===== config.mk =====
export PLATFORM = sky130hd
export DESIGN_NAME = mul_issue_ctrl
export DESIGN_NICKNAME = d
export VERILOG_FILES = /design/src/rtl/mul_issue_ctrl.sv
export SDC_FILE = /design/constraint.sdc
export NUM_CORES = 1
export LEC_CHECK = 0
export BUFFER_PORTS_ARGS = -buffer_cell sky130_fd_sc_hd__clkbuf_2
export CAP_MARGIN = 10
export CORE_AREA = 3 3 249 178
export CTS_CLUSTER_DIAMETER = 50
export DETAILED_ROUTE_END_ITERATION = 10
export DIE_AREA = 0 0 252 181
export PLACE_DENSITY = 0.59
export SYNTH_ARGS = -nofsm -noshare
export SYNTH_HDL_FRONTEND = slang
export SYNTH_SLANG_ARGS = --single-unit

===== constraint.sdc =====
create_clock -name clk -period 3.2 [get_ports clk]
set_input_delay 0 -clock clk [delete_from_list [all_inputs] [get_ports clk]]
set_output_delay 0 -clock clk [all_outputs]
set_load 0.05 [all_outputs]

===== src/rtl/mul_issue_ctrl.sv =====
// -----------------------------------------------------------------------------
// mul_issue_ctrl
//
// Queues 32x32 operand pairs and issues them one at a time to an external
// multiplier with a clear/start/done handshake, then holds each 64-bit product
// on a valid/ready output until it is accepted. Results leave in push order.
//
// Optional feature: define MUL_ISSUE_CTRL_TIMEOUT_EN to add a RUN-state
// watchdog. After TIMEOUT_CYC RUN cycles without mul_op_done, the operation
// is aborted and reported with out_result=0, out_err=1. Without the macro,
// RUN waits indefinitely and out_err is tied low.
//
// Ports
//   clk, reset_n                      clock, asynchronous active-low reset
//   in_valid / in_ready               operand-pair input handshake
//   in_multiplier, in_multiplicand    operand pair (32 bits each)
//   mul_multiplier, mul_multiplicand  operands held for the multiplier
//   mul_op_clear                      one-cycle clear pulse before each start
//   mul_op_start                      held high while waiting for done
//   mul_op_done, mul_result           multiplier completion and product
//   out_valid / out_ready             product output handshake
//   out_result, out_err               registered product, timeout flag
//   busy                              FSM not idle or queue non-empty
// -----------------------------------------------------------------------------
module mul_issue_ctrl #(
  parameter int FIFO_DEPTH  = 4,
  parameter int TIMEOUT_CYC = 64
) (
  input  logic        clk,
  input  logic        reset_n,
  input  logic        in_valid,
  output logic        in_ready,
  input  logic [31:0] in_multiplier,
  input  logic [31:0] in_multiplicand,
  output logic [31:0] mul_multiplier,
  output logic [31:0] mul_multiplicand,
  output logic        mul_op_start,
  output logic        mul_op_clear,
  input  logic        mul_op_done,
  input  logic [63:0] mul_result,
  output logic        out_valid,
  input  logic        out_ready,
  output logic [63:0] out_result,
  output logic        out_err,
  output logic        busy
);

  localparam int PTR_W = (FIFO_DEPTH > 1) ? $clog2(FIFO_DEPTH) : 1;
  localparam int CNT_W = $clog2(FIFO_DEPTH + 1);

  typedef enum logic [1:0] {
    IDLE = 2'd0,
    CLR  = 2'd1,
    RUN  = 2'd2,
    OUT  = 2'd3
  } state_t;

  // ---------------------------------------------------------------------------
  // Operand queue
  // ---------------------------------------------------------------------------
  logic [63:0]      mem_q [FIFO_DEPTH];
  logic [PTR_W-1:0] wr_ptr_q, wr_ptr_d;
  logic [PTR_W-1:0] rd_ptr_q, rd_ptr_d;
  logic [CNT_W-1:0] count_q, count_d;
  logic             fifo_full;
  logic             fifo_empty;
  logic             push;
  logic             pop;

  state_t           state_q;

  assign fifo_full  = (count_q == CNT_W'(FIFO_DEPTH));
  assign fifo_empty = (count_q == '0);

  // in_ready depends only on occupancy, never on a same-cycle pop, and is
  // forced low while reset is asserted.
  assign in_ready = reset_n && !fifo_full;
  assign push     = in_valid && in_ready;
  // Pop only from IDLE on registered occupancy, so a pair pushed into an
  // empty queue is popped at the following edge at the earliest.
  assign pop      = (state_q == IDLE) && !fifo_empty;

  always_comb begin
    wr_ptr_d = wr_ptr_q;
    rd_ptr_d = rd_ptr_q;
    count_d  = count_q;
    // Depth is a power of two, so natural pointer overflow is the wrap.
    if (push) wr_ptr_d = wr_ptr_q + PTR_W'(1);
    if (pop)  rd_ptr_d = rd_ptr_q + PTR_W'(1);
    if (push && !pop)      count_d = count_q + CNT_W'(1);
    else if (pop && !push) count_d = count_q - CNT_W'(1);
  end

  // Storage needs no reset: occupancy alone decides which entries are live.
  always_ff @(posedge clk) begin
    if (push) mem_q[wr_ptr_q] <= {in_multiplier, in_multiplicand};
  end

  always_ff @(posedge clk or negedge reset_n) begin
    if (!reset_n) begin
      wr_ptr_q <= '0;
      rd_ptr_q <= '0;
      count_q  <= '0;
    end else begin
      wr_ptr_q <= wr_ptr_d;
      rd_ptr_q <= rd_ptr_d;
      count_q  <= count_d;
    end
  end

  // ---------------------------------------------------------------------------
  // Issue FSM with registered outputs
  // ---------------------------------------------------------------------------
  logic [31:0] op_a_q;
  logic [31:0] op_b_q;
  logic        clear_q;
  logic        start_q;
  logic        out_valid_q;
  logic [63:0] out_result_q;

`ifdef MUL_ISSUE_CTRL_TIMEOUT_EN
  localparam int TO_W = (TIMEOUT_CYC > 1) ? $clog2(TIMEOUT_CYC) : 1;
  logic [TO_W-1:0] to_cnt_q;
  logic            out_err_q;
`endif

  always_ff @(posedge clk or negedge reset_n) begin
    if (!reset_n) begin
      state_q      <= IDLE;
      op_a_q       <= '0;
      op_b_q       <= '0;
      clear_q      <= 1'b0;
      start_q      <= 1'b0;
      out_valid_q  <= 1'b0;
      out_result_q <= '0;
`ifdef MUL_ISSUE_CTRL_TIMEOUT_EN
      to_cnt_q     <= '0;
      out_err_q    <= 1'b0;
`endif
    end else begin
      case (state_q)
        IDLE: begin
          if (!fifo_empty) begin
            // Head entry is read here; operands stay put until the next pop.
            op_a_q  <= mem_q[rd_ptr_q][63:32];
            op_b_q  <= mem_q[rd_ptr_q][31:0];
            clear_q <= 1'b1;
            state_q <= CLR;
          end
        end
        CLR: begin
          clear_q <= 1'b0;
          start_q <= 1'b1;
          state_q <= RUN;
`ifdef MUL_ISSUE_CTRL_TIMEOUT_EN
          to_cnt_q <= '0;
`endif
        end
        RUN: begin
          if (mul_op_done) begin
            out_result_q <= mul_result;
            start_q      <= 1'b0;
            out_valid_q  <= 1'b1;
            state_q      <= OUT;
`ifdef MUL_ISSUE_CTRL_TIMEOUT_EN
            out_err_q    <= 1'b0;
          end else if (to_cnt_q == TO_W'(TIMEOUT_CYC - 1)) begin
            // Watchdog abort: report a zero product flagged as an error.
            out_result_q <= '0;
            out_err_q    <= 1'b1;
            start_q      <= 1'b0;
            out_valid_q  <= 1'b1;
            state_q      <= OUT;
          end else begin
            to_cnt_q <= to_cnt_q + TO_W'(1);
`endif
          end
        end
        OUT: begin
          if (out_ready) begin
            out_valid_q <= 1'b0;
`ifdef MUL_ISSUE_CTRL_TIMEOUT_EN
            out_err_q   <= 1'b0;
`endif
            state_q     <= IDLE;
          end
        end
        default: state_q <= IDLE;
      endcase
    end
  end

  assign mul_multiplier   = op_a_q;
  assign mul_multiplicand = op_b_q;
  assign mul_op_clear     = clear_q;
  assign mul_op_start     = start_q;
  assign out_valid        = out_valid_q;
  assign out_result       = out_result_q;
  assign busy             = (state_q != IDLE) || !fifo_empty;

`ifdef MUL_ISSUE_CTRL_TIMEOUT_EN
  assign out_err = out_err_q;
`else
  // No watchdog in this build: out_err is constant 0 for any legal limit.
  assign out_err = (TIMEOUT_CYC < 0);
`endif

endmodule


=== After elaboration in Yosys (flattened, before gate mapping) ===
Memory sizes are Yosys's and may differ from the RTL's. A register that Yosys moved wholly into a read port is not among the register bits.
Cells that the tools add are included.

* Multiplexer cells: 15
* Add/subtract/negate cells: 4
* Reductions and logical operators: 24
* Equal/unequal tests: 7
* Bitwise gates (word level): 1

{| class="wikitable"
|+ Operator list
! cell !! number
|-
| nonzero test 2 bit || 5
|-
| case mux 2 bit (4 select lines) || 1
|-
| AND reduction 2 bit || 4
|-
| 2-to-1 mux 1 bit || 6
|-
| 2-to-1 mux 2 bit || 3
|-
| 2-to-1 mux 3 bit || 2
|-
| != test 2 bit (second input constant) || 3
|-
| case mux 1 bit (2 select lines) || 3
|-
| AND reduction 3 bit || 2
|-
| logical AND 1 bit || 5
|-
| logical NOT 1 bit || 5
|-
| adder 2 x 1 -> 2 bit (second input constant) || 2
|-
| == test 2 bit (second input constant) || 2
|-
| adder 3 x 1 -> 3 bit (second input constant) || 1
|-
| == test 3 bit (second input constant) || 1
|-
| logical NOT 3 bit || 1
|-
| subtractor 3 x 1 -> 3 bit (second input constant) || 1
|-
| == test 2 x 1 -> 1 bit (second input constant) || 1
|-
| logical NOT 2 bit || 1
|-
| logical OR 1 bit || 1
|-
| NOT 1 bit || 1
|}

* Logic and storage cells: 60
* Input bits: 133
* Output and inout port bits: 134
* Register bits after elaboration: 76
* Memories: 1
* Bits in writable memories: 256

{| class="wikitable"
|+ Memories
! name !! depth !! bits a word !! rd ports !! clocked after Yosys merged registers in !! wr ports !! RTL line !! RTL
|-
| mem_q || 4 || 64 || 1 || 1 || 1 || 61 || <nowiki>logic [63:0] mem_q [FIFO_DEPTH];</nowiki>
|}

=== Depth between registers and ports, before layout ===
Gate-level depths: netlist of run 1.

* Word-level depth: 8
* Gate-level depth with buffers: 11
* Gate-level depth less buffers: 10

=== Worst setup path after synthesis of run 1 ===
Ideal clock, no wire load.

* Path type: reg-to-reg
* Start: register count_q[0]
* End: memory mem_q[0][0] (enable)
* Buffers on the path: 0
* Required time: 2,771 ps
* Library setup time: 429 ps
* Data arrival time: 2,286 ps
* Path slack: 485 ps
* Cell stages (with the launch flop): 3
* Cells stage by stage: dfrtp_1 o311a_1 and2_1

* Longest elaborated chain between the ends: 6

{| class="wikitable"
|+ RTL lines
! what !! RTL line !! RTL
|-
| start: declaration || 64 || <nowiki>logic [CNT_W-1:0] count_q, count_d;</nowiki>
|-
| start signal: assignment || 107 || <nowiki>count_q <= count_d;</nowiki>
|-
| == test 3 bit || 72 || <nowiki>assign fifo_full = (count_q == CNT_W'(FIFO_DEPTH));</nowiki>
|-
| logical NOT 1 bit || 77 || <nowiki>assign in_ready = reset_n && !fifo_full;</nowiki>
|-
| logical AND 1 bit || 77 ||
|-
| logical AND 1 bit || 78 || <nowiki>assign push = in_valid && in_ready;</nowiki>
|-
| net push || 67 || <nowiki>logic push;</nowiki>
|-
| 2-to-1 mux 1 bit || 96 || <nowiki>if (push) mem_q[wr_ptr_q] <= {in_multiplier, in_multiplicand};</nowiki>
|-
| 2-to-1 mux 1 bit (not written as such) || 96 ||
|-
| end: declaration || 61 ||
|}

The timed path passes the listed nets, and every way through them passes these cells.

=== Worst setup path after layout of run 1 ===
* Start: register state_q[0]
* End: register out_valid_q (netlist: out_valid)

* Longest elaborated chain between the ends: 3

{| class="wikitable"
|+ RTL lines
! what !! RTL line !! RTL
|-
| start: declaration || 70 || <nowiki>state_t state_q;</nowiki>
|-
| start signal: assignment || 129 || <nowiki>state_q <= IDLE;</nowiki>
|-
| start signal: assignment || 148 || <nowiki>state_q <= CLR;</nowiki>
|-
| start signal: assignment || 154 || <nowiki>state_q <= RUN;</nowiki>
|-
| == test 2 bit || 141 || <nowiki>case (state_q)</nowiki>
|-
| != test 2 bit (no line) / nonzero test 2 bit (equally long branches) || -- ||
|-
| AND reduction 3 bit (no line) || -- ||
|-
| end signal: assignment || 134 || <nowiki>out_valid_q <= 1'b0;</nowiki>
|-
| end signal: assignment || 163 || <nowiki>out_valid_q <= 1'b1;</nowiki>
|-
| end signal: assignment || 181 || <nowiki>out_valid_q <= 1'b0;</nowiki>
|-
| end: declaration || 118 || <nowiki>logic out_valid_q;</nowiki>
|}

Several ways; a longest one is shown, not always the timed one.
A chain may end at the register's enable or synchronous reset.

==> flow_summary.toml, run 1 <==
[timing]
achievable-frequency_mhz = 442
final_max_slew_viol_count = 0
final.setup_skew_ns = 0.0266
period_needed_ns = 2.26
report.final.hold_viol_count = 0
setup_violations = 0
setup_tns_ns = 0
unrepaired_setup_endpoints_after_global_routing = "no"
hold_ws_ns = 0.213
worst-slew-pin-transition_ns = 0.908
final_min_period_over_clock_period = 0.708
timing.slew.headroom = 0.395

[setup_path]
critical_path_arrival_ns = 2.75
critical_path_required_ns = 3.68
critical_path.reg2reg.endpoint = "out_valid$_DFFE_PN0P_"
worst_setup_path_start_kind = "flop"
critPathMaxStageDelay_ns = 0.57
end_kind = "flop"
crit_path_top_delay_cell = "sky130_fd_sc_hd__dlygate4sd3_1"
regToRegStartpoint = "state_q[0]$_DFFE_PN0P_"
timing.critical_path.max_delay_family = "buffers and inverters"
cp_max_fo = 6
worstRegToRegCells = 7
worst-path-buf-inv = 4
crit_type = "flop to flop"
setup.reg_to_reg.worst_slack_ns = 0.94
cell_by_cell_trace_of_the_critical_path = "inv_1, ha_1, inv_1, o21ai_1, dlygate4sd3_1, o2bb2ai_1, dlygate4sd3_1"

[cells_and_area]
ratio_of_cells_with_drive_above_1_in_the_final_layout = 0.338
area_growth_syn_to_layout_pct = 33.2
multi_input_comb_area_um2 = 3260
fin_nets = 1370
num-fill-cells = 3611
seq_area_um2 = 11200

[clock_tree]
tritoncts.num_buffers = 44
h-tree-depth = 2
cts_tree = "yes"
clockRootBuffer = "sky130_fd_sc_hd__clkbuf_16"
worst_path_clk_slew_ns = 0.06
clk-insertion-delay-late_ns = 0.55
cts_buffer_depth = 3
post_cts_buffers = 0
cts.sinks = 396

[place]
place_hpwl_um = 20300
globalplace.congestion = 0.722
numPortBuffers = 265

[detailed_routing]
remaining_drc_errors = 0
vias = 8379
post_detailed_route_wirelength_per_cell_um = 18.7
dr.pass1.iters = 4
drt_wl_total_um = 34000
final_antenna_net_count = 0
detailedRoute.firstIterationViolations = 475
vias_per_cell = 4.61

[logic_synthesis]
mappedNetlistNets = 945
number_of_unique_standard_cell_types_used_by_synthesis = 30
synth_top_cells_by_area = "sky130_fd_sc_hd__edfxtp_1 (52%), sky130_fd_sc_hd__dfrtp_1 (24%), sky130_fd_sc_hd__mux4_2 (9.8%)"
synth_sequential_area_ratio = 0.762
synth_seq_cells = 396
syn-instance-count = 802
post_synthesis_cell_area_um2 = 14700
synth_largest_type_area_fraction = 0.523
number_of_warnings_printed_during_yosys_synthesis = 0
syn-mean-instance-area_um2 = 18.3
yosysTopAreaCell = "sky130_fd_sc_hd__edfxtp_1"

[floorplan]
die-width_um = 252
std_cell_rows = 63
io-pin-count = 267
starting_density_of_the_core = 0.349
die_area_um2 = 45600
core_footprint_um2 = 42100
chipHeight_um = 181

[power]
worst_ir_drop_vdd_v = 0.000567
pwrdens_nw_per_um2 = 1040
p_leak_nw = 7.93

[global_routing]
globalRouteMet1Util = 0.205
grt_pass1_vias = 8893
grt_antenna_before_repair = 4
grt_use_total = 0.150
globalRoute.busiestLayer = "met2"
grt.met2_usage = 0.242
grt_overflow_total = 0
global_routing_usage_on_met3 = 0.0380
pin_count_of_the_biggest_net_entering_global_routing = 67
grt_pass1_wl_um = 52700

[flow_run]
drv.max_cap_violation_count = 0

[min_path]
worst_hold_path.endpoint = "mem_q[1][5]$_DFFE_PP_"
holdCritStartpoint = "in_multiplicand[5]"
worst_hold_path.num_cells = 2
hold_path.class = "input pin to flop"

[run_status]
run_status = "completed"
-- routing by layer --
layer	routed length, um	up-vias
met2	15600	251
met5	25	-
met3	2140	54
met1	15500	4235
met4	669	4
li1	-	3835
-- cells in the mapped netlist --
library cell,n
sky130_fd_sc_hd__xnor2_1,5
sky130_fd_sc_hd__o32a_1,1
sky130_fd_sc_hd__xor2_1,1
sky130_fd_sc_hd__buf_2,19
sky130_fd_sc_hd__dfrtp_1,140
sky130_fd_sc_hd__mux2_2,1
sky130_fd_sc_hd__ha_1,9
sky130_fd_sc_hd__a21oi_1,2
sky130_fd_sc_hd__o21ai_1,1
sky130_fd_sc_hd__nor3_1,1
sky130_fd_sc_hd__buf_6,5
sky130_fd_sc_hd__nor2_1,3
sky130_fd_sc_hd__and2_1,4
sky130_fd_sc_hd__mux2_1,66
sky130_fd_sc_hd__inv_2,3
sky130_fd_sc_hd__mux4_2,64
sky130_fd_sc_hd__o31a_1,2
sky130_fd_sc_hd__nor2b_1,1
sky130_fd_sc_hd__inv_1,6
sky130_fd_sc_hd__a221oi_1,1
sky130_fd_sc_hd__buf_1,2
sky130_fd_sc_hd__fa_1,1
sky130_fd_sc_hd__clkbuf_4,1
sky130_fd_sc_hd__conb_1,1
sky130_fd_sc_hd__nand2_1,195
sky130_fd_sc_hd__clkbuf_1,1
sky130_fd_sc_hd__o2bb2ai_1,2
sky130_fd_sc_hd__edfxtp_1,256
sky130_fd_sc_hd__o311a_1,1
sky130_fd_sc_hd__buf_4,7
-- sequential cells by signal, indices dropped and copies added, names as in the netlist --
register          count
count_q               3
mul_op_clear          1
mul_op_start          1
rd_ptr_q              2
out_result           64
out_valid             1
state_q               2
mul_multiplier       32
mem_q               256
wr_ptr_q              2
mul_multiplicand     32
-- layout by cell type, fill, tap and decap left out, types with 2 or more instances in the layout --
cell type                       Yosys  final
sky130_fd_sc_hd__a21oi_1            2      2
sky130_fd_sc_hd__ha_1               9      9
sky130_fd_sc_hd__and2_4             0      4
sky130_fd_sc_hd__clkbuf_8           0      4
sky130_fd_sc_hd__nand2_1          195    194
sky130_fd_sc_hd__xnor2_1            5      5
sky130_fd_sc_hd__bufinv_16          0      5
sky130_fd_sc_hd__inv_6              0      5
sky130_fd_sc_hd__nor2_1             3      3
sky130_fd_sc_hd__clkbuf_2           0    264
sky130_fd_sc_hd__dfrtp_4            0      2
sky130_fd_sc_hd__clkinv_4           0      3
sky130_fd_sc_hd__clkbuf_16          0     45
sky130_fd_sc_hd__edfxtp_1         256    256
sky130_fd_sc_hd__mux4_2            64     64
sky130_fd_sc_hd__clkinvlp_4         0      2
sky130_fd_sc_hd__buf_12             0      8
sky130_fd_sc_hd__diode_2            0      2
sky130_fd_sc_hd__o2bb2ai_1          2      2
sky130_fd_sc_hd__clkinv_2           0      7
sky130_fd_sc_hd__inv_1              6      6
sky130_fd_sc_hd__clkinv_1           0      3
sky130_fd_sc_hd__inv_2              3      3
sky130_fd_sc_hd__clkbuf_1           1      6
sky130_fd_sc_hd__mux2_1            66     66
sky130_fd_sc_hd__dfrtp_1          140    138
sky130_fd_sc_hd__buf_4              7      6
sky130_fd_sc_hd__dlygate4sd3_1      0    135
-- worst reg2reg max path: cells and delay by family, from the launching register on --
| family | cells | cell delay, ns |
|---|---|---|
| buffers and inverters | 4 | 1.30 |
| AOI/OAI and AO/OA | 2 | 0.24 |
| DFF | 1 | 0.41 |
| adders and majority gates | 1 | 0.27 |
-- what timing repair did --
action | CTS | global route
resized for setup | 0 | 0
endpoints found under the hold margin | 432 | 0
setup endpoints to repair | 0 | 0
hold buffers | 136 | 0
-- kinds of logic (layout without fill, tap and decap cells) --
| kind of cell | Yosys count | count (layout) | share of synthesized area |
|---|---|---|---|
| other | 1 | 3 | 0.000255 |
| AO/OA/AOI/OAI | 10 | 10 | 0.00537 |
| AND/OR/NAND/NOR | 204 | 204 | 0.0531 |
| multiplexers | 131 | 131 | 0.149 |
| buffers and inverters | 44 | 504 | 0.0175 |
| flip-flops | 396 | 396 | 0.762 |
| XOR/XNOR | 6 | 6 | 0.00358 |
| adder cells (fa/ha/maj) | 10 | 10 | 0.00903 |
-- power by group --
part | leakage [nW] | switching (mW) | internal (mW)
Sequential | 4.00 | 0.847 | 6.76
Clock | 0.734 | 2.05 | 3.10
Combinational | 3.20 | 5.22 | 2.31
Total | 7.93 | 8.11 | 12.2
-- worst max path at each step --
stage,start,end,slack [ns],depth (start not counted)
after global placement,state_q[0]$_DFFE_PN0P_,rd_ptr_q[1]$_DFFE_PN0P_,1.12,6
after CTS,state_q[0]$_DFFE_PN0P_,out_valid$_DFFE_PN0P_,0.99,7
after global routing,state_q[0]$_DFFE_PN0P_,out_valid$_DFFE_PN0P_,0.81,7
after detailed placement,state_q[0]$_DFFE_PN0P_,rd_ptr_q[1]$_DFFE_PN0P_,1.08,6
final,state_q[0]$_DFFE_PN0P_,out_valid$_DFFE_PN0P_,0.94,7
after floorplan,count_q[0]$_DFFE_PN0P_,mem_q[0][0]$_DFFE_PP_,0.49,2
-- through the flow --
step / power, mW / instances / util / area [um2] / worst slack (ns)
2_1_floorplan: 13.2 / 802 / - / 14700 / 0.485
3_3_place_gp: 15.2 / 1597 / 0.397 / 16700 / 1.12
3_5_place_dp: 15.2 / 1597 / 0.397 / 16700 / 1.08
4_1_cts: 20.6 / 1814 / 0.465 / 19600 / 0.987
5_1_grt: 21.4 / 1816 / 0.465 / 19600 / 0.811
6_report: 20.3 / 1816 / 0.465 / 19600 / 0.935
-- cell type report --
type / instances / area share
diodes: 2 / 0.000256
well taps: 552 / 0.0353
multi-input cells: 362 / 0.166
repair buffers: 414 / 0.148
flip-flops and latches: 396 / 0.572
clock inverters: 26 / 0.0150
inverters: 9 / 0.00173
clock buffers: 55 / 0.0615
No activity file was read; power rests on OpenSTA's default activity.
==> run 2: changes to the inputs <==
Clock period 3.2 ns to 2.1 ns, I/O delays scaled along.
==> run 2 against run 1 <==
- wire length shrank 1.6%
- die area is the same
- core utilization grew 0.28 points
- design area grew 0.60%
- clock-buffer cell count grew 11
- sequential share of layout area shrank 0.33 points
- via count shrank 0.21%
- global-route usage shrank 0.31 points
- first-iteration DRC count shrank 7.4%
- worst setup slack lost 0.85 ns
- flip-flop and latch count is the same
- sequential power grew 48%
- critical endpoint is now count_q[2]$_DFFE_PN0P_
- largest cell class unchanged
==> flow_summary.toml, run 2 (synthesized netlist as in run 1, its figures left out) <==
[place]
post_dp_cell_area_um2 = 16900
globalplace.congestion = 0.727
place_hpwl_um = 20100
preCtsSetupSlack_ns = 0.0332
placedCellCount = 1608
numPortBuffers = 265

[detailed_routing]
detailedRoute.firstIterationViolations = 440
met2_wirelength_um = 15700
top_layer = "met4"
met1Wirelength_um = 14900
dr.pass1.iters = 6
vias_per_cell = 4.57
drt_wl_total_um = 33400
vias = 8361
remaining_drc_errors = 0
met3WireLength_um = 2200
post_detailed_route_wirelength_per_cell_um = 18.3
final_antenna_net_count = 0

[setup_path]
worstRegToRegCells = 8
critical_path_arrival_ns = 2.48
critical_path.reg2reg.endpoint = "count_q[2]$_DFFE_PN0P_"
end_kind = "flop"
cp_max_fo = 5
regToRegStartpoint = "count_q[0]$_DFFE_PN0P_"
critical_path_required_ns = 2.56
critical_path.endpoint = "count_q[2]$_DFFE_PN0P_"
crit_type = "flop to flop"
setup.reg_to_reg.worst_slack_ns = 0.08
worst_setup_path_start_kind = "flop"
critPathLaunch = "count_q[0]$_DFFE_PN0P_"

[power]
worst_ir_drop_vdd_v = 0.000770
p_leak_nw = 7.98
pwrdens_nw_per_um2 = 1560

[global_routing]
grt_overflow_total = 0
grt_antenna_before_repair = 3
grt_pass1_wl_um = 52200
grt_pass1_vias = 8913
grt_use_total = 0.147
pin_count_of_the_biggest_net_entering_global_routing = 142

[floorplan]
chipHeight_um = 181
std_cell_rows = 63
core_footprint_um2 = 42100
io-pin-count = 267
die_area_um2 = 45600
die-width_um = 252
starting_density_of_the_core = 0.349

[timing]
worst-slew-pin-transition_ns = 0.811
achievable-frequency_mhz = 496
final_max_slew_viol_count = 0
unrepaired_setup_endpoints_after_global_routing = "no"
final.setup_skew_ns = 0.0257
setup_tns_ns = 0
report.final.hold_viol_count = 0
timing.slew.headroom = 0.459
final_min_period_over_clock_period = 0.961
fin_ws_ns = 0.0821
setup_violations = 0
period_needed_ns = 2.02

[cells_and_area]
finalNonFillerCells = 1829
final_design_area_no_fill_um2 = 19700
max_reg_flops = 256
leading_cell_types_in_the_layout_fill_and_taps_excluded = "sky130_fd_sc_hd__clkbuf_2 (264), sky130_fd_sc_hd__edfxtp_1 (256), sky130_fd_sc_hd__nand2_1 (194), sky130_fd_sc_hd__dfrtp_1 (136), sky130_fd_sc_hd__dlygate4sd3_1 (132)"
area_growth_syn_to_layout_pct = 34.0
fin_nets = 1382
layout_commonest_cell = "sky130_fd_sc_hd__clkbuf_2"
ratio_of_cells_with_drive_above_1_in_the_final_layout = 0.345
top_register_by_number_of_flip_flops = "mem_q"

[run_status]
run_status = "completed"

[flow_run]
drv.max_cap_violation_count = 0

[clock_tree]
h-tree-depth = 2
clk-insertion-delay-late_ns = 0.56
cts.sinks = 396
cts_buffer_depth = 3
worst_path_clk_slew_ns = 0.06
clockRootBuffer = "sky130_fd_sc_hd__clkbuf_16"
tritoncts.num_buffers = 43
cts_tree = "yes"

[min_path]
hold_path.class = "input pin to async pin"
==> run 2: cell count changes in the layout (fill, tap and decap cells not counted), sizes merged <==
cell,delta
buf,+16
clkbuf,+11
clkinv,-5
bufinv,-4
dlygate4sd3,-3
inv,-3
diode,+1
==> run 2: where the power goes <==
group | internal, mW | switching [mW]
combinational | 3.81 | 8.20
sequential | 10.3 | 1.02
clock | 4.34 | 3.08
==> run 2: worst min-delay path by stage <==
| stage | end | slack [ns] |
|---|---|---|
| 3_5_place_dp | out_result[9]$_DFFE_PN0P_ | 0.22 |
| 6_report | out_valid$_DFFE_PN0P_ | 0.20 |
| 5_1_grt | out_result[56]$_DFFE_PN0P_ | 0.19 |
| 3_3_place_gp | out_result[58]$_DFFE_PN0P_ | 0.21 |
| 2_1_floorplan | count_q[0]$_DFFE_PN0P_ | -0.30 |
| 4_1_cts | mem_q[2][31]$_DFFE_PP_ | 0.17 |
==> run 2: metal layers <==
layer	vias up	global-route usage
met5	-	0
met4	0	0.0378
met3	47	0.0367
met2	263	0.240
met1	4206	0.197
li1	3845	-
==> run 2: metrics by stage <==
step / total power [mW] / hold WS [ns] / utilization
3_5_place_dp: 23.4 / 0.217 / 0.401
3_3_place_gp: 23.3 / 0.213 / 0.401
2_1_floorplan: 20.1 / -0.296 / -
4_1_cts: 31.2 / 0.166 / 0.466
5_1_grt: 32.5 / 0.191 / 0.468
6_report: 30.8 / 0.198 / 0.468
==> run 2: critical path, stage by stage (launching register included) <==
cell and delay (ns):
sky130_fd_sc_hd__dfrtp_2 0.43, sky130_fd_sc_hd__o31a_2 0.39, sky130_fd_sc_hd__inv_2 0.09, sky130_fd_sc_hd__ha_2 0.19, sky130_fd_sc_hd__inv_1 0.05, sky130_fd_sc_hd__fa_1 0.38
sky130_fd_sc_hd__xor2_1 0.17, sky130_fd_sc_hd__nor2_1 0.11, sky130_fd_sc_hd__xnor2_1 0.13
==> run 2: cell type report <==
cell class	count	area [um2]
clock inverter	14	165
antenna	3	7.51
inverter	9	33.8
timing repair buffer	427	3070
multi-input combinational	362	3260
clock buffer	66	1260
sequential	396	11200
fill	3587	22400
tap	552	691
==> run 2: timing repair <==
action	4_1_cts	5_1_grt
buffers inserted	0	6
endpoints found under the setup margin	0	2
resized for setup	0	3
hold buffers	132	0
endpoints found under the hold margin	465	0
